File: config.mk
export PLATFORM = sky130hd
export DESIGN_NAME = vga_rect_filler_flat
export DESIGN_NICKNAME = d
export VERILOG_FILES = /design/src/rtl/vga_rect_filler_pkg.sv /design/src/rtl/vga_rect_filler_if.sv /design/src/rtl/vga_rect_filler_raster_counter.sv /design/src/rtl/vga_rect_filler.sv /design/src/flat_wrapper.sv
export SDC_FILE = /design/constraint.sdc
export NUM_CORES = 1
export LEC_CHECK = 0
export CORE_MARGIN = 2
export CORE_UTILIZATION = 58
export DETAILED_ROUTE_END_ITERATION = 8
export GPL_ROUTABILITY_DRIVEN = 0
export HOLD_SLACK_MARGIN = 0.1
export PLACE_DENSITY = 0.86
export REMOVE_ABC_BUFFERS = 1
export SYNTH_ARGS = -nofsm -noshare
export SYNTH_HDL_FRONTEND = slang
export SYNTH_HIERARCHICAL = 1
export SYNTH_SLANG_ARGS = --single-unit
File: constraint.sdc
create_clock -name clk_i -period 5.4 [get_ports clk_i]
set_clock_uncertainty 0.1 [all_clocks]
set_input_delay 1.08 -clock clk_i [delete_from_list [all_inputs] [get_ports clk_i]]
set_output_delay 1.08 -clock clk_i [all_outputs]
set_load 0.02 [all_outputs]
File: src/rtl/vga_rect_filler_pkg.sv
// Shared screen geometry, coordinate widths and FSM encoding for the rectangle filler.
// Also holds the helper that turns an (origin, size) pair into a clipped inclusive end coordinate.
package vga_rect_filler_pkg;

   localparam int SCREEN_W = 160;
   localparam int SCREEN_H = 120;
   localparam int X_W      = 8;
   localparam int Y_W      = 7;
   localparam int COLOUR_W = 3;

   typedef enum logic [1:0] {
      ST_IDLE = 2'd0,
      ST_DRAW = 2'd1,
      ST_FIN  = 2'd2
   } state_e;

   // One extra bit on the sum so origin+size never wraps before the clamp.
   function automatic logic [X_W-1:0] clip_end_x(input logic [X_W-1:0] org,
                                                 input logic [X_W-1:0] len);
      logic [X_W:0] sum;
      sum = {1'b0, org} + {1'b0, len};
      if (sum > (X_W+1)'(SCREEN_W))
         sum = (X_W+1)'(SCREEN_W);
      return X_W'(sum - (X_W+1)'(1));
   endfunction

   function automatic logic [Y_W-1:0] clip_end_y(input logic [Y_W-1:0] org,
                                                 input logic [Y_W-1:0] len);
      logic [Y_W:0] sum;
      sum = {1'b0, org} + {1'b0, len};
      if (sum > (Y_W+1)'(SCREEN_H))
         sum = (Y_W+1)'(SCREEN_H);
      return Y_W'(sum - (Y_W+1)'(1));
   endfunction

endpackage

File: src/rtl/vga_rect_filler_if.sv
// Command handshake plus the pixel stream towards one VGA adapter channel.
// The filler sits on the slave side; the command source / adapter side uses master.
interface vga_rect_filler_if;
   import vga_rect_filler_pkg::*;

   logic                cmd_valid;
   logic                cmd_ready;
   logic [X_W-1:0]      cmd_x;
   logic [Y_W-1:0]      cmd_y;
   logic [X_W-1:0]      cmd_w;
   logic [Y_W-1:0]      cmd_h;
   logic [COLOUR_W-1:0] cmd_colour;
   logic                pause;
   logic [X_W-1:0]      x;
   logic [Y_W-1:0]      y;
   logic [COLOUR_W-1:0] colour;
   logic                plot;
   logic                busy;
   logic                done;

   modport master (
      output cmd_valid, cmd_x, cmd_y, cmd_w, cmd_h, cmd_colour, pause,
      input  cmd_ready, x, y, colour, plot, busy, done
   );

   modport slave (
      input  cmd_valid, cmd_x, cmd_y, cmd_w, cmd_h, cmd_colour, pause,
      output cmd_ready, x, y, colour, plot, busy, done
   );

endinterface

File: src/rtl/vga_rect_filler_raster_counter.sv
// Raster-order x/y walker over an inclusive box; load sets origin and bounds, step advances.
// last_o flags the bottom-right corner so the owner can stop stepping there.
module vga_rect_filler_raster_counter
   import vga_rect_filler_pkg::*;
(
   input  logic           clk_i,
   input  logic           rst_i,
   input  logic           load_i,
   input  logic           step_i,
   input  logic [X_W-1:0] x0_i,
   input  logic [Y_W-1:0] y0_i,
   input  logic [X_W-1:0] x_end_i,
   input  logic [Y_W-1:0] y_end_i,
   output logic [X_W-1:0] x_o,
   output logic [Y_W-1:0] y_o,
   output logic           last_o
);

   logic [X_W-1:0] x_q, x_d, x0_q, x0_d, x_end_q, x_end_d;
   logic [Y_W-1:0] y_q, y_d, y_end_q, y_end_d;

   always_comb begin
      x_d     = x_q;
      y_d     = y_q;
      x0_d    = x0_q;
      x_end_d = x_end_q;
      y_end_d = y_end_q;
      if (load_i) begin
         x_d     = x0_i;
         y_d     = y0_i;
         x0_d    = x0_i;
         x_end_d = x_end_i;
         y_end_d = y_end_i;
      end else if (step_i) begin
         if (x_q == x_end_q) begin
            x_d = x0_q;
            y_d = y_q + Y_W'(1);
         end else begin
            x_d = x_q + X_W'(1);
         end
      end
   end

   always_ff @(posedge clk_i or posedge rst_i) begin
      if (rst_i) begin
         x_q     <= '0;
         y_q     <= '0;
         x0_q    <= '0;
         x_end_q <= '0;
         y_end_q <= '0;
      end else begin
         x_q     <= x_d;
         y_q     <= y_d;
         x0_q    <= x0_d;
         x_end_q <= x_end_d;
         y_end_q <= y_end_d;
      end
   end

   assign x_o    = x_q;
   assign y_o    = y_q;
   assign last_o = (x_q == x_end_q) && (y_q == y_end_q);

endmodule

File: src/rtl/vga_rect_filler.sv
// Rectangle fill engine: accepts one clipped fill command and streams its pixels in raster
// order, one per clock unless paused, then pulses done for a single cycle.
//
//   state   | meaning
//   IDLE    | cmd_ready high, waiting for cmd_valid
//   DRAW    | presenting pixels; plot high on every non-paused cycle
//   FIN     | one-cycle done pulse, busy low, back to IDLE next
module vga_rect_filler
   import vga_rect_filler_pkg::*;
(
   input  logic               clk_i,
   input  logic               rst_i,
   vga_rect_filler_if.slave   bus
);

   state_e              state_q, state_d;
   logic [COLOUR_W-1:0] colour_q, colour_d;
   logic                busy_q, busy_d;
   logic                done_q, done_d;

   logic           accept;
   logic           empty;
   logic           cnt_load;
   logic           cnt_step;
   logic           cnt_last;
   logic [X_W-1:0] cnt_x;
   logic [Y_W-1:0] cnt_y;
   logic [X_W-1:0] x_end;
   logic [Y_W-1:0] y_end;

   assign accept = (state_q == ST_IDLE) && bus.cmd_valid;
   assign empty  = (bus.cmd_w == '0) || (bus.cmd_h == '0)
                || (bus.cmd_x >= X_W'(SCREEN_W)) || (bus.cmd_y >= Y_W'(SCREEN_H));
   assign x_end  = clip_end_x(bus.cmd_x, bus.cmd_w);
   assign y_end  = clip_end_y(bus.cmd_y, bus.cmd_h);

   always_comb begin
      state_d  = state_q;
      colour_d = colour_q;
      busy_d   = busy_q;
      done_d   = 1'b0;
      cnt_load = 1'b0;
      cnt_step = 1'b0;
      case (state_q)
         ST_IDLE: begin
            if (accept) begin
               colour_d = bus.cmd_colour;
               if (empty) begin
                  state_d = ST_FIN;
                  done_d  = 1'b1;
               end else begin
                  state_d  = ST_DRAW;
                  busy_d   = 1'b1;
                  cnt_load = 1'b1;
               end
            end
         end
         ST_DRAW: begin
            // A paused cycle neither plots nor advances, so the held pixel is emitted later.
            if (!bus.pause) begin
               if (cnt_last) begin
                  state_d = ST_FIN;
                  busy_d  = 1'b0;
                  done_d  = 1'b1;
               end else begin
                  cnt_step = 1'b1;
               end
            end
         end
         ST_FIN: begin
            state_d = ST_IDLE;
         end
         default: begin
            state_d = ST_IDLE;
            busy_d  = 1'b0;
         end
      endcase
   end

   always_ff @(posedge clk_i or posedge rst_i) begin
      if (rst_i) begin
         state_q  <= ST_IDLE;
         colour_q <= '0;
         busy_q   <= 1'b0;
         done_q   <= 1'b0;
      end else begin
         state_q  <= state_d;
         colour_q <= colour_d;
         busy_q   <= busy_d;
         done_q   <= done_d;
      end
   end

   vga_rect_filler_raster_counter u_raster (
      .clk_i   (clk_i),
      .rst_i   (rst_i),
      .load_i  (cnt_load),
      .step_i  (cnt_step),
      .x0_i    (bus.cmd_x),
      .y0_i    (bus.cmd_y),
      .x_end_i (x_end),
      .y_end_i (y_end),
      .x_o     (cnt_x),
      .y_o     (cnt_y),
      .last_o  (cnt_last)
   );

   assign bus.cmd_ready = (state_q == ST_IDLE);
   assign bus.x         = cnt_x;
   assign bus.y         = cnt_y;
   assign bus.colour    = colour_q;
   assign bus.plot      = (state_q == ST_DRAW) && !bus.pause;
   assign bus.busy      = busy_q;
   assign bus.done      = done_q;

endmodule
File: src/flat_wrapper.sv
// flat-port wrapper written by rule: the top's interface ports become plain ports
module vga_rect_filler_flat import vga_rect_filler_pkg::*;
  (clk_i, rst_i, bus_cmd_valid, bus_cmd_x, bus_cmd_y, bus_cmd_w, bus_cmd_h, bus_cmd_colour, bus_pause, bus_cmd_ready, bus_x, bus_y, bus_colour, bus_plot, bus_busy, bus_done);
  vga_rect_filler_if bus_i ();
  input  logic clk_i;
  input  logic rst_i;
  input wire logic [$bits(bus_i.cmd_valid)-1:0] bus_cmd_valid;
  input wire logic [$bits(bus_i.cmd_x)-1:0] bus_cmd_x;
  input wire logic [$bits(bus_i.cmd_y)-1:0] bus_cmd_y;
  input wire logic [$bits(bus_i.cmd_w)-1:0] bus_cmd_w;
  input wire logic [$bits(bus_i.cmd_h)-1:0] bus_cmd_h;
  input wire logic [$bits(bus_i.cmd_colour)-1:0] bus_cmd_colour;
  input wire logic [$bits(bus_i.pause)-1:0] bus_pause;
  output wire logic [$bits(bus_i.cmd_ready)-1:0] bus_cmd_ready;
  output wire logic [$bits(bus_i.x)-1:0] bus_x;
  output wire logic [$bits(bus_i.y)-1:0] bus_y;
  output wire logic [$bits(bus_i.colour)-1:0] bus_colour;
  output wire logic [$bits(bus_i.plot)-1:0] bus_plot;
  output wire logic [$bits(bus_i.busy)-1:0] bus_busy;
  output wire logic [$bits(bus_i.done)-1:0] bus_done;
  assign bus_i.cmd_valid = bus_cmd_valid;
  assign bus_i.cmd_x = bus_cmd_x;
  assign bus_i.cmd_y = bus_cmd_y;
  assign bus_i.cmd_w = bus_cmd_w;
  assign bus_i.cmd_h = bus_cmd_h;
  assign bus_i.cmd_colour = bus_cmd_colour;
  assign bus_i.pause = bus_pause;
  assign bus_cmd_ready = bus_i.cmd_ready;
  assign bus_x = bus_i.x;
  assign bus_y = bus_i.y;
  assign bus_colour = bus_i.colour;
  assign bus_plot = bus_i.plot;
  assign bus_busy = bus_i.busy;
  assign bus_done = bus_i.done;
  vga_rect_filler u_core (.clk_i(clk_i), .rst_i(rst_i), .bus(bus_i));
endmodule
* Word-level counts from Yosys, hierarchy flattened
Cells that the tools add are included.
** Storage, ports and cells
- Register bits :: 45
- Bits in latches :: 0
- Memory bits (writable) :: 0
- Bits in read-only memories :: 0
- Input port bits :: 37
- Output and inout bits :: 22
- Logic and storage cells :: 73
- Memories :: 0
** Cells by class
- Add/subtract/negate cells :: 6
- Multiply operators :: 0
- Div/mod/pow operators :: 0
- Magnitude comparators :: 4
- Eq/ne operators :: 8
- Shift operators :: 0
- Muxes and demuxes :: 29
- Bitwise operators :: 1
- Reduce and logical (&&, ||, !) cells :: 16
** Operators with widths (count)
- 8-bit 2-to-1 mux :: 4
- 7-bit 2-to-1 mux :: 4
- 1-bit 2-to-1 mux :: 14
- 8-bit by 8-bit adder with 9-bit output :: 1
- 9-bit by 8-bit > comparator with 1-bit output, second input constant :: 1
- 7-bit by 7-bit adder with 8-bit output :: 1
- 8-bit by 1-bit adder with 8-bit output, second input constant :: 1
- 8-bit equality test :: 1
- 8-bit greater-or-equal comparator, second input constant :: 1
- 8-bit by 7-bit > comparator with 1-bit output, second input constant :: 1
- 8-bit zero test :: 1
- 2-bit 2-to-1 mux :: 4
- 8-bit by 1-bit subtractor with 8-bit output, second input constant :: 1
- 7-bit by 1-bit adder with 7-bit output, second input constant :: 1
- 7-bit equality test :: 1
- 7-bit greater-or-equal comparator, second input constant :: 1
- 7-bit zero test :: 1
- 7-bit by 1-bit subtractor with 7-bit output, second input constant :: 1
- 5-bit AND reduction :: 1
- 2-bit by 1-bit inequality test with 1-bit output, second input constant :: 2
- 2-bit inequality test, second input constant :: 2
- 2-bit one-hot mux with 2 select lines :: 1
- 2-bit AND reduction :: 2
- 2-bit nonzero test :: 2
- other kinds (10) :: 14

* Logic depth before layout (Yosys ltp)
Gate-level depths: netlist of run 1.
- Depth in word-level cells :: 9
- Mapped depth :: 16
- Depth with buffers taken out :: 16

* By module
The synthesis of run 1 kept the hierarchy.
** Modules (own cells, without submodules)
- vga_rect_filler_raster_counter :: times used 1, cells each 180, area each 2031.9 um^2, sequential area each 950.9 um^2
- vga_rect_filler :: times used 1, cells each 187, area each 1467.7 um^2, sequential area each 175.2 um^2

* Worst setup path before layout of run 1
No wires, ideal clock.
- Path type :: in2reg
- From :: input bus_cmd_x[0]
- To :: register u_core.u_raster.x_end_q[4]
- Arrival :: 3.937 ns
- Data required time :: 5.175 ns
- Path slack :: 1.239 ns
- Stages :: 15
- Buffers on the path :: 0
- Cell sequence :: ha_1 inv_1 fa_1 nand2b_1 a21o_1 a211oi_2 o31ai_1 a21oi_1 nand2b_1 ha_1 nand2_1 a21oi_1 xnor2_1 mux2_1 mux2_2
** On the way
- Elaborated cells between the ends (all ways) :: 10
** RTL lines
- start, declared :: line flat_wrapper.sv:8 : input wire logic [$bits(bus_i.cmd_x)-1:0] bus_cmd_x;
- 8-bit by 8-bit adder with 9-bit output * :: line vga_rect_filler_pkg.sv:21 : sum = {1'b0, org} + {1'b0, len};
- 9-bit by 8-bit > comparator with 1-bit output :: line vga_rect_filler_pkg.sv:22 : if (sum > (X_W+1)'(SCREEN_W))
- 8-bit 2-to-1 mux * :: line vga_rect_filler_pkg.sv:22
- 8-bit by 1-bit subtractor with 8-bit output * :: line vga_rect_filler_pkg.sv:24 : return X_W'(sum - (X_W+1)'(1));
- net u_core.x_end[4] :: line vga_rect_filler.sv:28 : logic [X_W-1:0] x_end;
- end signal, assigned :: line vga_rect_filler_raster_counter.sv:55 : x_end_q <= x_end_d;
- end, declared :: line vga_rect_filler_raster_counter.sv:19 : logic [X_W-1:0] x_q, x_d, x0_q, x0_d, x_end_q, x_end_d;
Mark *: on every way through the listed nets, which the timed path passes. The rest lies on a longest branch.
A chain may end at the register's enable or synchronous reset.

* Final worst setup path of run 1
Same ends and word-level chain as after synthesis.

==> qor.yml, run 1 <==
synthesis:
  syn-cell-area_um2: 3500
  synth_common_cells: "dfrtp_1 (45), nand2_1 (28), xnor2_1 (28)"
  synth-xor-area-share: 0.1019
  avgSynthCellArea_um2: 9.536
  synth_top_family_by_area: "simple AND/OR/NAND/NOR gates"
  ys_ff_latch: 45
  synth_fa_ha_area_frac: 0.07937
  ys_warn_count: 6
  synth-edff-count: 0
  yosys.area_share.simple: 0.1841
  ys_types: 64
  ys.flop_type: "dfrtp_1"
  synth_compound_area_frac: 0.1641
  synth.area.mux_share: 0.1037
  yosysTopAreaCellShare: 0.3218
  synth_area_leaders: "dfrtp_1 (32%), mux2_2 (8.0%), xnor2_1 (7.0%)"
  ys_seq_area_frac: 0.3218
  async_flop_share: 1.000
  yosysTopAreaCell: "dfrtp_1"
  yosysMostFrequentCell: "dfrtp_1"
  syn_inst: 367
routing:
  final_antenna_net_count: 0
  vias: 3016
  first_pass_iters: 5
  routed_wl_um: 8452
  routedWlPerCell_um: 17.01
  drtIter0Drc: 284
  via_per_inst: 6.068
  drcViolationCount: 0
global_routing:
  gr-total-overflow: 0
  busiest_layer: "met2"
  grt_usage: 0.2742
  met3_usage: 0.04396
  grt_max_degree: 39
  met2_usage: 0.4516
  antenna_found_initial: 0
  met1_usage: 0.3739
  grt_pass1_vias: 2935
  grt_pass1_wl_um: 14010
cts:
  hold_buffers: 0
  post-cts-setup-buffers: 0
  root_buffer: "clkbuf_8"
  clkLatencyLatePin_ns: 0.30
  clockBufferDepth: 2
  htreeDepth: 2
  cts_resized: 0
  cts_made_buffers: 5
  cts_tree: "done"
  cts.reportedPaths.clkPinSlew_ns: 0.08
  numClockSinks: 45
place:
  dp_hpwl_um: 6504
  port_buffers: 58
  dp_slack_ns: 0.4311
  placed_area_um2: 4106
floorplan:
  die_h_um: 81.68
  die_w_um: 81.68
  initial_core_util: 0.5946
  core_um2: 5886
  pin_count: 59
  std_cell_rows: 28
  die_area_um2: 6671
sta:
  slew_headroom: 0.6653
  period_share: 0.8664
  grt_setup_unrepaired: "no"
  worstMarginPinSlew_ns: 0.5021
  fin_hold_ws_ns: 0.3811
  hold_violations: 0
  fin_ws_ns: 0.7214
  fin_crit_ns: 4.679
  final-setup-viol-count: 0
  tns_ns: 0
  fmax_mhz: 213.7
  slew_viol_final: 0
cells_and_area:
  num_antenna_cells: 0
  syn_to_final_growth_pct: 19.70
  stdcell_area_um2: 4189
  layout.nets: 479
  drive_gt1_frac: 0.1137
run:
  cap_violations: 0
hold_path:
  min_path_type: "reg2reg"
setup_path:
  r2r_slack_ns: 2.14
  worstSetupStartpointType: "primary input"
  critical_path.max_fanout: 5
  worstPathRequired_ns: 5.50
  arrival_ns: 4.77
  critPathKind: "in2reg"
  critPathCaptureType: "flip-flop"
pwr:
  peakVddDrop_uv: 253.5
  leakage_uw: 0.001661
  powerDensity_nw_per_um2: 437.5
status:
  outcome: "finished clean"
-- worst paths after layout --
path / from / to / cells past startpoint
min in group asynchronous: rst_i / u_core/bus.done / 2
hold / removal: u_core/bus.busy / u_core/bus.busy / 2
setup reg to reg: u_core/u_raster/x_o[5] / u_core/u_raster/x_o[5] / 10
hold reg to reg: u_core/bus.busy / u_core/bus.busy / 2
max in group asynchronous: rst_i / u_core/u_raster/x_end_q[5] / 3
setup / recovery: bus_cmd_x[0] / u_core/u_raster/x_end_q[4] / 16
-- through the flow --
stage               utilization  power [uW]  instances
floorplan                     -        1276        353
detailed placement       0.6977        1618        489
global route             0.7117        1963        497
global placement         0.6977        1573        489
CTS                      0.7117        1829        497
finish                   0.7117        1833        497
-- kinds of logic after synthesis --
family / after synthesis
simple gates: 117
compound gates: 80
flops: 45
xor+xnor: 39
mux: 33
buf+inv: 32
fa+ha+maj: 21
-- state kept, by name, indices dropped and copies added, names as in the netlist --
register and flops:
u_core/u_raster/y_end_q 7, u_core/bus.colour 3, u_core/bus.done 1, u_core/u_raster/x_end_q 8
u_core/bus.busy 1, u_core/u_raster/x_o 8, u_core/u_raster/x0_q 8, u_core/u_raster/y_o 7
u_core/state_q 2
-- final cells by class --
class / count / area (um^2)
clock buffers: 6 / 72.57
clock inverters: 2 / 10.01
fillers: 445 / 1697
inverters: 18 / 67.56
multi-input cells: 290 / 2216
flip-flops and latches: 45 / 1126
well taps: 75 / 93.84
repair buffers: 61 / 603.1
-- where the power goes --
group          leakage [uW]  internal [uW]  switching [uW]
clock network     0.0000450           89.8             115
registers          0.000529            493             168
logic               0.00109            480             487
-- routing by layer --
layer | vias to the layer above | routed length [um]
li1 | 1458 | -
met1 | 1433 | 3781
met2 | 109 | 4117
met3 | 16 | 410
met4 | 0 | 142
met5 | - | 0
-- cells in the final DEF (no fill, tap or decap), types with 4 or more instances in the layout --
| cell | count |
|---|---|
| inv_1 | 18 |
| o21ai_0 | 11 |
| mux2_2 | 25 |
| xnor2_1 | 28 |
| nand3_1 | 10 |
| o21ai_1 | 9 |
| nand2b_1 | 8 |
| nor2_1 | 16 |
| xor2_1 | 9 |
| clkdlybuf4s50_1 | 58 |
| nand2_1 | 28 |
| ha_1 | 19 |
| dfrtp_1 | 45 |
| nor4_1 | 8 |
| a22oi_1 | 4 |
| a31oi_1 | 4 |
| a21o_1 | 4 |
| nor3_1 | 8 |
| a21oi_1 | 11 |
| o211ai_1 | 6 |
| mux2i_1 | 7 |
| nand3b_1 | 4 |
| clkbuf_8 | 5 |
| nor2b_1 | 5 |
| nand4_1 | 14 |
-- critical path: stages --
cell and delay [ns]:
clkdlybuf4s50_1 0.49, ha_1 0.23, inv_1 0.07, fa_1 0.45, nand2b_1 0.24, a21o_1 0.22
a211oi_2 0.32, o31ai_1 0.15, a21oi_1 0.32, nand2_1 0.12, ha_1 0.23, nand2_1 0.07
a21oi_1 0.08, xnor2_1 0.15, mux2_1 0.29, mux2_2 0.26
(Power assumes the default switching activity.)
==> run 2, diff against run 1 <==
- GPL_TIMING_DRIVEN: default -> 0
==> run 2 against run 1 <==
  * Die area unchanged
  * Total power decreased by 0.11%
  * Final cell count decreased by 0.80%
  * Worst hold slack improved by 0.0050 ns
  * Sequential share of layout area increased by 0.089 points
  * Combinational power decreased by 1%
  * Utilization decreased by 0.23 points
  * Via count increased by 0.80%
  * Non-clock buffer count decreased by 3
  * Critical path type unchanged
  * Highest routed layer unchanged
==> qor.yml, run 2 (synthesis results as in run 1) <==
setup_path:
  worstPathRequired_ns: 5.49  # was 5.50 ns
  critPathCaptureType: "flip-flop"  # unchanged
  critPathKind: "in2reg"  # unchanged
  critical_path.max_fanout: 5  # unchanged
  arrival_ns: 4.87  # was 4.77 ns
  worstSetupStartpointType: "primary input"  # unchanged
floorplan:
  die_h_um: 81.68  # unchanged
  std_cell_rows: 28  # unchanged
  die_w_um: 81.68  # unchanged
  core_um2: 5886  # unchanged
  die_area_um2: 6671  # unchanged
  pin_count: 59  # unchanged
  initial_core_util: 0.5946  # unchanged
global_routing:
  grt_max_degree: 45  # was 39
  grt_usage: 0.2695  # was 0.2742
  antenna_found_initial: 0  # unchanged
  gr-total-overflow: 0  # unchanged
  grt_pass1_vias: 2980  # was 2935
  grt_pass1_wl_um: 13980  # was 14010 um
place:
  dp_slack_ns: 0.3271  # was 0.4311 ns
  dp_hpwl_um: 6383  # was 6504 um
  port_buffers: 58  # unchanged
sta:
  hold_violations: 0  # unchanged
  slew_viol_final: 0  # unchanged
  fin_ws_ns: 0.6152  # was 0.7214 ns
  final-setup-viol-count: 0  # unchanged
  slew_headroom: 0.4324  # was 0.6653
  fin_crit_ns: 4.785  # was 4.679 ns
  worstMarginPinSlew_ns: 0.8469  # was 0.5021 ns
  period_share: 0.8861  # was 0.8664
  grt_setup_unrepaired: "no"  # unchanged
  fmax_mhz: 209.0  # was 213.7 MHz
  tns_ns: 0  # unchanged
routing:
  drtIter0Drc: 216  # was 284
  routedWlPerCell_um: 16.96  # was 17.01 um
  via_per_inst: 6.166  # was 6.068
  routed_wl_um: 8361  # was 8452 um
  final_antenna_net_count: 0  # unchanged
  vias: 3040  # was 3016
  first_pass_iters: 4  # was 5
  drcViolationCount: 0  # unchanged
status:
  outcome: "finished clean"  # unchanged
cells_and_area:
  layout_commonest_cell: "clkdlybuf4s50_1"  # unchanged
  layout_common_cells: "clkdlybuf4s50_1 (58), dfrtp_1 (45), nand2_1 (28), xnor2_1 (28), mux2_2 (25)"  # unchanged
  num_antenna_cells: 0  # unchanged
  layout.nets: 476  # was 479
  final_util: 0.7094  # was 0.7117
  syn_to_final_growth_pct: 19.31  # was 19.70%
  drive_gt1_frac: 0.1124  # was 0.1137
cts:
  cts_tree: "done"  # unchanged
  hold_buffers: 0  # unchanged
  post-cts-setup-buffers: 0  # unchanged
  root_buffer: "clkbuf_8"  # unchanged
  clkLatencyLatePin_ns: 0.30  # about the same
  cts_made_buffers: 5  # unchanged
  htreeDepth: 2  # unchanged
  cts.reportedPaths.clkPinSlew_ns: 0.08  # about the same
  cts_resized: 0  # unchanged
  numClockSinks: 45  # unchanged
  clockBufferDepth: 2  # unchanged
pwr:
  peakVddDrop_uv: 302.1  # was 253.5 uV
  finalPower_uw: 1831  # was 1833 uW
  leakage_uw: 0.001643  # was 0.001661 uW
  powerDensity_nw_per_um2: 438.4  # was 437.5 nW/um^2
hold_path:
  min_path_type: "reg2reg"  # unchanged
run:
  cap_violations: 0  # unchanged
## run 2: final cells by class
class / instances / area (um^2)
Multi-Input combinational cell: 290 / 2221
Fill cell: 456 / 1710
Sequential cell: 45 / 1126
Timing Repair Buffer: 58 / 580.6
Tap cell: 75 / 93.84
Clock buffer: 7 / 86.33
Inverter: 18 / 67.56
## run 2: worst max-delay path, stage by stage
cell             delay, ns
clkdlybuf4s50_1       0.48
ha_1                  0.24
inv_1                 0.07
fa_1                  0.45
nand2b_1              0.24
a21o_1                0.22
a211oi_2              0.36
o31ai_1               0.16
a21oi_1               0.34
nand2_1               0.13
ha_1                  0.24
nand2_1               0.07
a21oi_1               0.08
xnor2_1               0.15
mux2_1                0.29
mux2_2                0.27
## run 2: final timing paths
path                            depth (start not counted)  slack [ns]              startpoint                          to
max in group asynchronous                               2        3.50                   rst_i  u_core/u_raster/y_end_q[1]
min in group asynchronous                               2        0.96                   rst_i        u_core/bus.colour[1]
worst max register to register                          9        1.93  u_core/u_raster/x_o[2]      u_core/u_raster/y_o[4]
worst min register to register                          2        0.39         u_core/bus.busy             u_core/bus.busy
worst min-delay path                                    2        0.39         u_core/bus.busy             u_core/bus.busy
worst max-delay path                                   16        0.62            bus_cmd_x[0]  u_core/u_raster/x_end_q[4]
## run 2: power by group
| group | internal (uW) | switching [uW] | total (uW) |
|---|---|---|---|
| Sequential | 493 | 170 | 663 |
| Clock | 102 | 110 | 211 |
| Combinational | 475 | 481 | 956 |
| Total | 1070 | 761 | 1830 |
## run 2: per-layer routing
metal,GRT usage,up-vias,routed length [um]
li1,-,1456,-
met5,0,-,0
met1,0.3585,1473,3640
met2,0.4500,92,4075
met4,0.07667,0,189
met3,0.05055,19,456
## run 2: per-stage QoR
step	area, um^2	std cells	hold WS [ns]
6_report	4175	493	0.3861
5_1_grt	4175	493	0.4482
4_1_cts	4175	493	0.3834
3_5_place_dp	4089	486	0.3644
3_3_place_gp	4084	486	0.3621
2_1_floorplan	3410	353	0.3801
==> run 3, diff against run 2 <==
- SKIP_CTS_REPAIR_TIMING: default -> 1
==> results of run 3 <==
Same layout as run 2: the final DEF is identical, and so are final timing and power.
